File: src/rtl/breath_key_ctrl_pkg.sv
// Shared types and constants for the breathing-LED key control and PWM stages.
package breath_pkg;

  localparam int DUTY_W = 16;

  typedef logic [1:0] speed_idx_t;

  typedef enum logic [1:0] {
    ST_IDLE      = 2'd0,
    ST_PRESSED   = 2'd1,
    ST_LONG_HELD = 2'd2
  } press_state_t;

  // Duty step per PWM period for each speed; every entry divides the 5000-count
  // duty range so the ramp always returns exactly to zero.
  localparam logic [DUTY_W-1:0] STEP_TABLE [0:3] = '{16'd25, 16'd50, 16'd100, 16'd125};

  function automatic logic [DUTY_W-1:0] step_of(speed_idx_t idx);
    return STEP_TABLE[idx];
  endfunction

endpackage

File: src/rtl/breath_key_ctrl_if.sv
// Key input, PWM sync and speed/enable outputs between key control and PWM stage.
interface breath_key_ctrl_if;
  import breath_pkg::*;

  logic              key_n;
  logic              pwm_sync;
  logic              breath_en;
  logic [DUTY_W-1:0] step_size;
  speed_idx_t        speed_idx;
  logic              short_pulse;
  logic              long_pulse;

  // Key control side: consumes the button and sync, produces speed/enable.
  modport master (
    input  key_n, pwm_sync,
    output breath_en, step_size, speed_idx, short_pulse, long_pulse
  );

  // PWM / board side: drives the button and sync, consumes speed/enable.
  modport slave (
    output key_n, pwm_sync,
    input  breath_en, step_size, speed_idx, short_pulse, long_pulse
  );

endinterface

File: src/rtl/breath_key_ctrl_key_debounce.sv
// Two-flop synchroniser plus consecutive-cycle debounce for an active-low key.
module key_debounce #(
  parameter int DEBOUNCE_CYCLES = 1_000_000
) (
  input  logic clk,
  input  logic rst_n,
  input  logic i_key_n,
  output logic o_key_lvl,
  output logic o_rel_ok
);

  localparam int CNT_W = $clog2(DEBOUNCE_CYCLES + 1);
  localparam logic [CNT_W-1:0] CNT_LAST = CNT_W'(DEBOUNCE_CYCLES - 1);

  logic [1:0]       r_sync;
  logic [1:0]       r_sync_vld;
  logic [CNT_W-1:0] r_cnt;
  logic             r_key_lvl;
  logic             w_key_s;

  assign w_key_s = r_sync[1];

  // Synchronise the raw key; the valid shift marks when r_sync holds real samples.
  always_ff @(posedge clk or negedge rst_n) begin
    if (!rst_n) begin
      r_sync     <= 2'b11;
      r_sync_vld <= 2'b00;
    end else begin
      r_sync     <= {r_sync[0], i_key_n};
      r_sync_vld <= {r_sync_vld[0], 1'b1};
    end
  end

  // Accept a new level only after DEBOUNCE_CYCLES consecutive disagreeing samples.
  always_ff @(posedge clk or negedge rst_n) begin
    if (!rst_n) begin
      r_cnt     <= '0;
      r_key_lvl <= 1'b1;
    end else if (w_key_s == r_key_lvl) begin
      r_cnt <= '0;
    end else if (r_cnt == CNT_LAST) begin
      r_cnt     <= '0;
      r_key_lvl <= w_key_s;
    end else begin
      r_cnt <= r_cnt + 1'b1;
    end
  end

  assign o_key_lvl = r_key_lvl;
  // Key genuinely seen released: gates presses so a key held through reset is ignored.
  assign o_rel_ok  = r_sync_vld[1] & w_key_s & r_key_lvl;

endmodule

File: src/rtl/breath_key_ctrl.sv
// Button press classification (short/long) and sync-aligned speed/enable control.
module breath_key_ctrl
  import breath_pkg::*;
#(
  parameter int DEBOUNCE_CYCLES   = 1_000_000,
  parameter int LONG_PRESS_CYCLES = 50_000_000
) (
  input  logic                clk,
  input  logic                rst_n,
  breath_key_ctrl_if.master   io_bus
);

  localparam int HOLD_W = $clog2(LONG_PRESS_CYCLES + 1);
  localparam logic [HOLD_W-1:0] HOLD_LAST = HOLD_W'(LONG_PRESS_CYCLES - 1);
  localparam logic [HOLD_W-1:0] HOLD_MAX  = HOLD_W'(LONG_PRESS_CYCLES);

  logic              w_key_lvl;
  logic              w_rel_ok;
  press_state_t      r_state;
  press_state_t      w_state_nxt;
  logic [HOLD_W-1:0] r_hold_cnt;
  logic [HOLD_W-1:0] w_hold_nxt;
  logic              r_armed;
  logic              r_short_pulse;
  logic              r_long_pulse;
  logic              w_short_nxt;
  logic              w_long_nxt;
  logic              r_breath_en;
  speed_idx_t        r_pend_idx;
  logic              r_pend_vld;
  speed_idx_t        r_speed_idx;
  logic [DUTY_W-1:0] r_step_size;
  speed_idx_t        w_pend_idx_eff;
  logic              w_pend_vld_eff;
  logic              w_apply;

  key_debounce #(
    .DEBOUNCE_CYCLES(DEBOUNCE_CYCLES)
  ) u_debounce (
    .clk      (clk),
    .rst_n    (rst_n),
    .i_key_n  (io_bus.key_n),
    .o_key_lvl(w_key_lvl),
    .o_rel_ok (w_rel_ok)
  );

  // Press FSM state, hold counter, registered pulses and release arming.
  always_ff @(posedge clk or negedge rst_n) begin
    if (!rst_n) begin
      r_state       <= ST_IDLE;
      r_hold_cnt    <= '0;
      r_armed       <= 1'b0;
      r_short_pulse <= 1'b0;
      r_long_pulse  <= 1'b0;
    end else begin
      r_state       <= w_state_nxt;
      r_hold_cnt    <= w_hold_nxt;
      r_armed       <= r_armed | w_rel_ok;
      r_short_pulse <= w_short_nxt;
      r_long_pulse  <= w_long_nxt;
    end
  end

  // Next state: a press starts on a debounced low; release or hold threshold ends it.
  always_comb begin
    w_state_nxt = r_state;
    w_hold_nxt  = r_hold_cnt;
    w_short_nxt = 1'b0;
    w_long_nxt  = 1'b0;
    case (r_state)
      ST_IDLE: begin
        if (r_armed && !w_key_lvl) begin
          w_state_nxt = ST_PRESSED;
          w_hold_nxt  = '0;
        end
      end
      ST_PRESSED: begin
        if (w_key_lvl) begin
          w_short_nxt = 1'b1;
          w_state_nxt = ST_IDLE;
        end else if (r_hold_cnt == HOLD_LAST) begin
          w_long_nxt  = 1'b1;
          w_state_nxt = ST_LONG_HELD;
          w_hold_nxt  = r_hold_cnt + 1'b1;
        end else begin
          w_hold_nxt = r_hold_cnt + 1'b1;
        end
      end
      ST_LONG_HELD: begin
        if (w_key_lvl) begin
          w_state_nxt = ST_IDLE;
        end else if (r_hold_cnt != HOLD_MAX) begin
          w_hold_nxt = r_hold_cnt + 1'b1;
        end
      end
      default: w_state_nxt = ST_IDLE;
    endcase
  end

  // A short pulse in the same cycle as the apply condition is folded in directly.
  assign w_pend_idx_eff = r_short_pulse ? speed_idx_t'(r_pend_idx + 2'd1) : r_pend_idx;
  assign w_pend_vld_eff = r_pend_vld | r_short_pulse;
  assign w_apply        = w_pend_vld_eff & (io_bus.pwm_sync | ~r_breath_en);

  // Enable toggle on long press; pending speed applied only at the duty-zero sync point.
  always_ff @(posedge clk or negedge rst_n) begin
    if (!rst_n) begin
      r_breath_en <= 1'b1;
      r_pend_idx  <= '0;
      r_pend_vld  <= 1'b0;
      r_speed_idx <= '0;
      r_step_size <= step_of(2'd0);
    end else begin
      r_breath_en <= r_breath_en ^ w_long_nxt;
      r_pend_idx  <= w_pend_idx_eff;
      if (w_apply) begin
        r_speed_idx <= w_pend_idx_eff;
        r_step_size <= step_of(w_pend_idx_eff);
        r_pend_vld  <= 1'b0;
      end else begin
        r_pend_vld  <= w_pend_vld_eff;
      end
    end
  end

  assign io_bus.breath_en   = r_breath_en;
  assign io_bus.step_size   = r_step_size;
  assign io_bus.speed_idx   = r_speed_idx;
  assign io_bus.short_pulse = r_short_pulse;
  assign io_bus.long_pulse  = r_long_pulse;

endmodule

File: src/flat_wrapper.sv
// flat-port wrapper written by rule: the top's interface ports become plain ports
module breath_key_ctrl_flat import breath_pkg::*;
#(
  parameter int DEBOUNCE_CYCLES   = 1_000_000,
  parameter int LONG_PRESS_CYCLES = 50_000_000
)
  (clk, rst_n, io_bus_key_n, io_bus_pwm_sync, io_bus_breath_en, io_bus_step_size, io_bus_speed_idx, io_bus_short_pulse, io_bus_long_pulse);
  breath_key_ctrl_if io_bus_i ();
  input  logic clk;
  input  logic rst_n;
  input wire logic [$bits(io_bus_i.key_n)-1:0] io_bus_key_n;
  input wire logic [$bits(io_bus_i.pwm_sync)-1:0] io_bus_pwm_sync;
  output wire logic [$bits(io_bus_i.breath_en)-1:0] io_bus_breath_en;
  output wire logic [$bits(io_bus_i.step_size)-1:0] io_bus_step_size;
  output wire logic [$bits(io_bus_i.speed_idx)-1:0] io_bus_speed_idx;
  output wire logic [$bits(io_bus_i.short_pulse)-1:0] io_bus_short_pulse;
  output wire logic [$bits(io_bus_i.long_pulse)-1:0] io_bus_long_pulse;
  assign io_bus_i.key_n = io_bus_key_n;
  assign io_bus_i.pwm_sync = io_bus_pwm_sync;
  assign io_bus_breath_en = io_bus_i.breath_en;
  assign io_bus_step_size = io_bus_i.step_size;
  assign io_bus_speed_idx = io_bus_i.speed_idx;
  assign io_bus_short_pulse = io_bus_i.short_pulse;
  assign io_bus_long_pulse = io_bus_i.long_pulse;
  breath_key_ctrl #(.DEBOUNCE_CYCLES(DEBOUNCE_CYCLES), .LONG_PRESS_CYCLES(LONG_PRESS_CYCLES)) u_core (.clk(clk), .rst_n(rst_n), .io_bus(io_bus_i));
endmodule
File: config.mk
export PLATFORM = sky130hd
export DESIGN_NAME = breath_key_ctrl_flat
export DESIGN_NICKNAME = d
export VERILOG_FILES = /design/src/rtl/breath_key_ctrl_pkg.sv /design/src/rtl/breath_key_ctrl_if.sv /design/src/rtl/breath_key_ctrl_key_debounce.sv /design/src/rtl/breath_key_ctrl.sv /design/src/flat_wrapper.sv
export SDC_FILE = /design/constraint.sdc
export NUM_CORES = 1
export LEC_CHECK = 0
export BUFFER_PORTS_ARGS = -buffer_cell sky130_fd_sc_hd__buf_2
export CORE_MARGIN = 4
export CORE_UTILIZATION = 60
export DETAILED_ROUTE_END_ITERATION = 8
export PLACE_DENSITY = 0.79
export SKIP_LAST_GASP = 1
export SYNTH_ARGS = -nofsm -noshare
export SYNTH_HDL_FRONTEND = slang
export SYNTH_SLANG_ARGS = --single-unit
File: constraint.sdc
create_clock -name clk -period 2.6 [get_ports clk]
set_clock_uncertainty 0.05 [all_clocks]
set_input_delay 0.65 -clock clk [delete_from_list [all_inputs] [get_ports clk]]
set_output_delay 0.65 -clock clk [all_outputs]
set_load 0.01 [all_outputs]
==> results.ini <==
[status]
run_status = finished, final reports clean

[floorplanning]
floorplan.die.width_um = 85.3
dieArea_sq_um = 7280
die_height_um = 85.3
core_sq_um = 5640
placementRows = 27
io_count = 25
initial_utilization = 0.636

[synth]
yosys_warnings = 0
synthDominantAreaCellType = sky130_fd_sc_hd__dfrtp_1
post_synth_num_cell_types = 48
synth-seq-area-share = 0.463
syn_area_cell_sq_um = 9.62
postSynthRegisterBits = 66
synth_commonest_cells = sky130_fd_sc_hd__dfrtp_1 (60), sky130_fd_sc_hd__o31ai_1 (34), sky130_fd_sc_hd__nor2_1 (33), sky130_fd_sc_hd__nand2_1 (29), sky130_fd_sc_hd__nand3_1 (23)
synthFlopType = sky130_fd_sc_hd__dfrtp_1
synth_area_sq_um = 3590
synth.top_cell.area_share = 0.419
post_synth_main_area_contributors = sky130_fd_sc_hd__dfrtp_1 (42%), sky130_fd_sc_hd__o31ai_1 (7.1%), sky130_fd_sc_hd__dfstp_2 (4.4%)
number_of_enable_type_register_cells_in_the_synthesized_netlist = 0
post_synth_inst_count = 373
synth_most_common_cell = sky130_fd_sc_hd__dfrtp_1
ys_async_sr_fraction = 1.00

[cells_and_area]
finish.instance_area_sq_um = 3920
n_antenna_cell = 0
post_route_cells_drive_above_1_share = 0.157
area_growth_pct = 9.24
fin_nets = 405

[global_routing]
grt_util_all_layers = 0.214
via_count_of_the_first_global_routing_pass = 2698
grt-ovfl-total = 0
pin_count_of_the_biggest_net_entering_global_routing = 40
antenna_violations_before_repair = 0
grt_pass1_wl_mm = 12.6

[setup_path]
crit_type = flip-flop to flip-flop
end_kind = flip-flop
cp.arrival_ps = 2400
critical_path.max_fanout = 24
worstRegToRegCells = 5
required_ps = 2750
category_of_the_worst_setup_path_launch_point = flip-flop

[timing]
timing.slew.headroom = 0.572
timing.final.crit_period_ps = 2250
rsz0062_at_grt = false
setup_violations = 0
totalNegativeSetupSlack_ps = 0
max_clock_freq_mhz = 445
finalMaxSlewViolations = 0
min_period_over_period = 0.864
timing_worst_slew_pin_value_ps = 643
finalHoldViolCount = 0

[drt]
post_drt_wl_per_cell_um = 15.4
vias_cell = 6.14
drc_errors = 0
detailroute.via_count = 2867
route.final.wire_length_mm = 7.19
detail_route.first_pass.iterations = 4
ant_nets = 0
detailedRoute.firstIterationViolations = 192

[pwr]
ir_worst_vdd_uv = 267
p_per_area_nw_per_um2 = 490
pleak_nw = 1.66
post-layout-total-power_mw = 1.92

[clock_network]
postCtsResizedCells = 0
cts_tree = done
ctsHtreeMaxLevel = 3
tritoncts.num_buffers = 9
clk-insertion-delay-late_ps = 340
clk_transition_reported_paths_ps = 80
hold_buffers = 0
ctsRootBufferMaster = sky130_fd_sc_hd__clkbuf_8
post_cts_buffers = 0
cts_max_path_buffers = 2
clock_sink_count = 66

[hold_path]
hold_class = primary input to async pin

[place]
place.detailed.hpwl_mm = 4.97
place.gp.congestion = 0.838
dpl-instance-area_sq_um = 3730
port_buffers = 15

[job]
cap_viol_max_count = 0

## worst max-delay path, cell delays in order (launching register included)
cell                      delay [ps]
sky130_fd_sc_hd__dfrtp_1         450
sky130_fd_sc_hd__nor4b_1         330
sky130_fd_sc_hd__nand2_1         180
sky130_fd_sc_hd__or4_1           620
sky130_fd_sc_hd__nand3_4         310
sky130_fd_sc_hd__o21ai_0         160
## flip-flops by register name, summed over array words and instances, names as in the netlist, 2 cells and up
register	count
u_core.r_hold_cnt	26
u_core.u_debounce.r_cnt	20
u_core.io_bus.step_size	5
u_core.r_pend_idx	2
u_core.r_state	2
u_core.u_debounce.r_sync	2
u_core.u_debounce.r_sync_vld	2
## worst paths after layout
kind | endpoint | start | slack, ps
min in group clk | u_core.u_debounce.r_sync_vld[1] | u_core.u_debounce.r_sync_vld[0] | 310
setup / recovery | u_core.r_hold_cnt[2] | u_core.r_hold_cnt[9] | 350
max in group asynchronous | u_core.io_bus.step_size[3] | rst_n | 1530
hold reg to reg | u_core.u_debounce.r_sync_vld[1] | u_core.u_debounce.r_sync_vld[0] | 310
hold / removal | u_core.u_debounce.r_cnt[5] | rst_n | 270
setup reg to reg | u_core.r_hold_cnt[2] | u_core.r_hold_cnt[9] | 350
## per-stage QoR
stage / util / hold slack, ps / cells / worst slack (ps)
floorplan: - / 281 / 381 / 538
global placement: 0.660 / 285 / 451 / 324
detailed placement: 0.660 / 286 / 451 / 282
CTS: 0.693 / 291 / 467 / 249
global route: 0.695 / 309 / 467 / 100
finish: 0.695 / 273 / 467 / 352
## final cells by class
cell class                 instances  area (sq um)
timing repair buffer              28           185
clock inverter                     6          57.6
clock buffer                      10           128
inverter                          15          56.3
tap                               72          90.1
multi-input combinational        270          1740
fill                             434          1720
sequential                        66          1660
## cells in the final DEF (no fill, tap or decap), types with 2 or more instances in the layout
cell type                  count
sky130_fd_sc_hd__clkinv_2      4
sky130_fd_sc_hd__a21oi_1       7
sky130_fd_sc_hd__nor4b_1       3
sky130_fd_sc_hd__clkbuf_8      9
sky130_fd_sc_hd__and3_1        7
sky130_fd_sc_hd__conb_1       10
sky130_fd_sc_hd__dfstp_2       6
sky130_fd_sc_hd__a31oi_1       8
sky130_fd_sc_hd__xnor2_1      16
sky130_fd_sc_hd__and2_1        5
sky130_fd_sc_hd__o41ai_1       6
sky130_fd_sc_hd__xor2_1        6
sky130_fd_sc_hd__nand2_1      29
sky130_fd_sc_hd__buf_4        12
sky130_fd_sc_hd__nor2_1       33
sky130_fd_sc_hd__mux2_2        2
sky130_fd_sc_hd__o21ai_0      14
sky130_fd_sc_hd__o31ai_1      34
sky130_fd_sc_hd__inv_1        14
sky130_fd_sc_hd__or4_1         4
sky130_fd_sc_hd__o22ai_1       2
sky130_fd_sc_hd__o21a_1        2
sky130_fd_sc_hd__nand3_1      23
sky130_fd_sc_hd__and4_1        5
sky130_fd_sc_hd__or2_2         4
sky130_fd_sc_hd__nor3_1        6
sky130_fd_sc_hd__a41oi_1       3
sky130_fd_sc_hd__or3_1         3
sky130_fd_sc_hd__dfrtp_1      60
sky130_fd_sc_hd__buf_2        15
sky130_fd_sc_hd__nand4_1       6
sky130_fd_sc_hd__nor4_1        4
sky130_fd_sc_hd__ha_1         11
## logic make-up (layout without fill, tap and decap cells)
| family | Yosys count | count (layout) | share of synthesized area |
|---|---|---|---|
| buffers and inverters | 45 | 59 | 0.0638 |
| multiplexers | 2 | 2 | 0.00628 |
| XOR/XNOR | 22 | 22 | 0.0537 |
| adder cells (fa/ha/maj) | 11 | 11 | 0.0384 |
| AO/OA/AOI/OAI | 84 | 84 | 0.164 |
| flip-flops | 66 | 66 | 0.463 |
| AND/OR/NAND/NOR | 141 | 141 | 0.209 |
| other | 2 | 10 | 0.00209 |
## per-layer routing
layer | vias to the layer above | routed length, um | global-route usage
li1 | 1368 | - | -
met5 | - | 0 | 0
met3 | 13 | 332 | 0.0359
met4 | 0 | 144 | 0.0935
met2 | 71 | 3400 | 0.337
met1 | 1415 | 3310 | 0.291
## report_power, final
| group | switching (mW) | internal [mW] | total (mW) |
|---|---|---|---|
| sequential | 0.00605 | 1.04 | 1.04 |
| clock | 0.393 | 0.436 | 0.829 |
| combinational | 0.0371 | 0.0114 | 0.0485 |
| total | 0.436 | 1.49 | 1.92 |
Power figures use the tool's default switching activity.
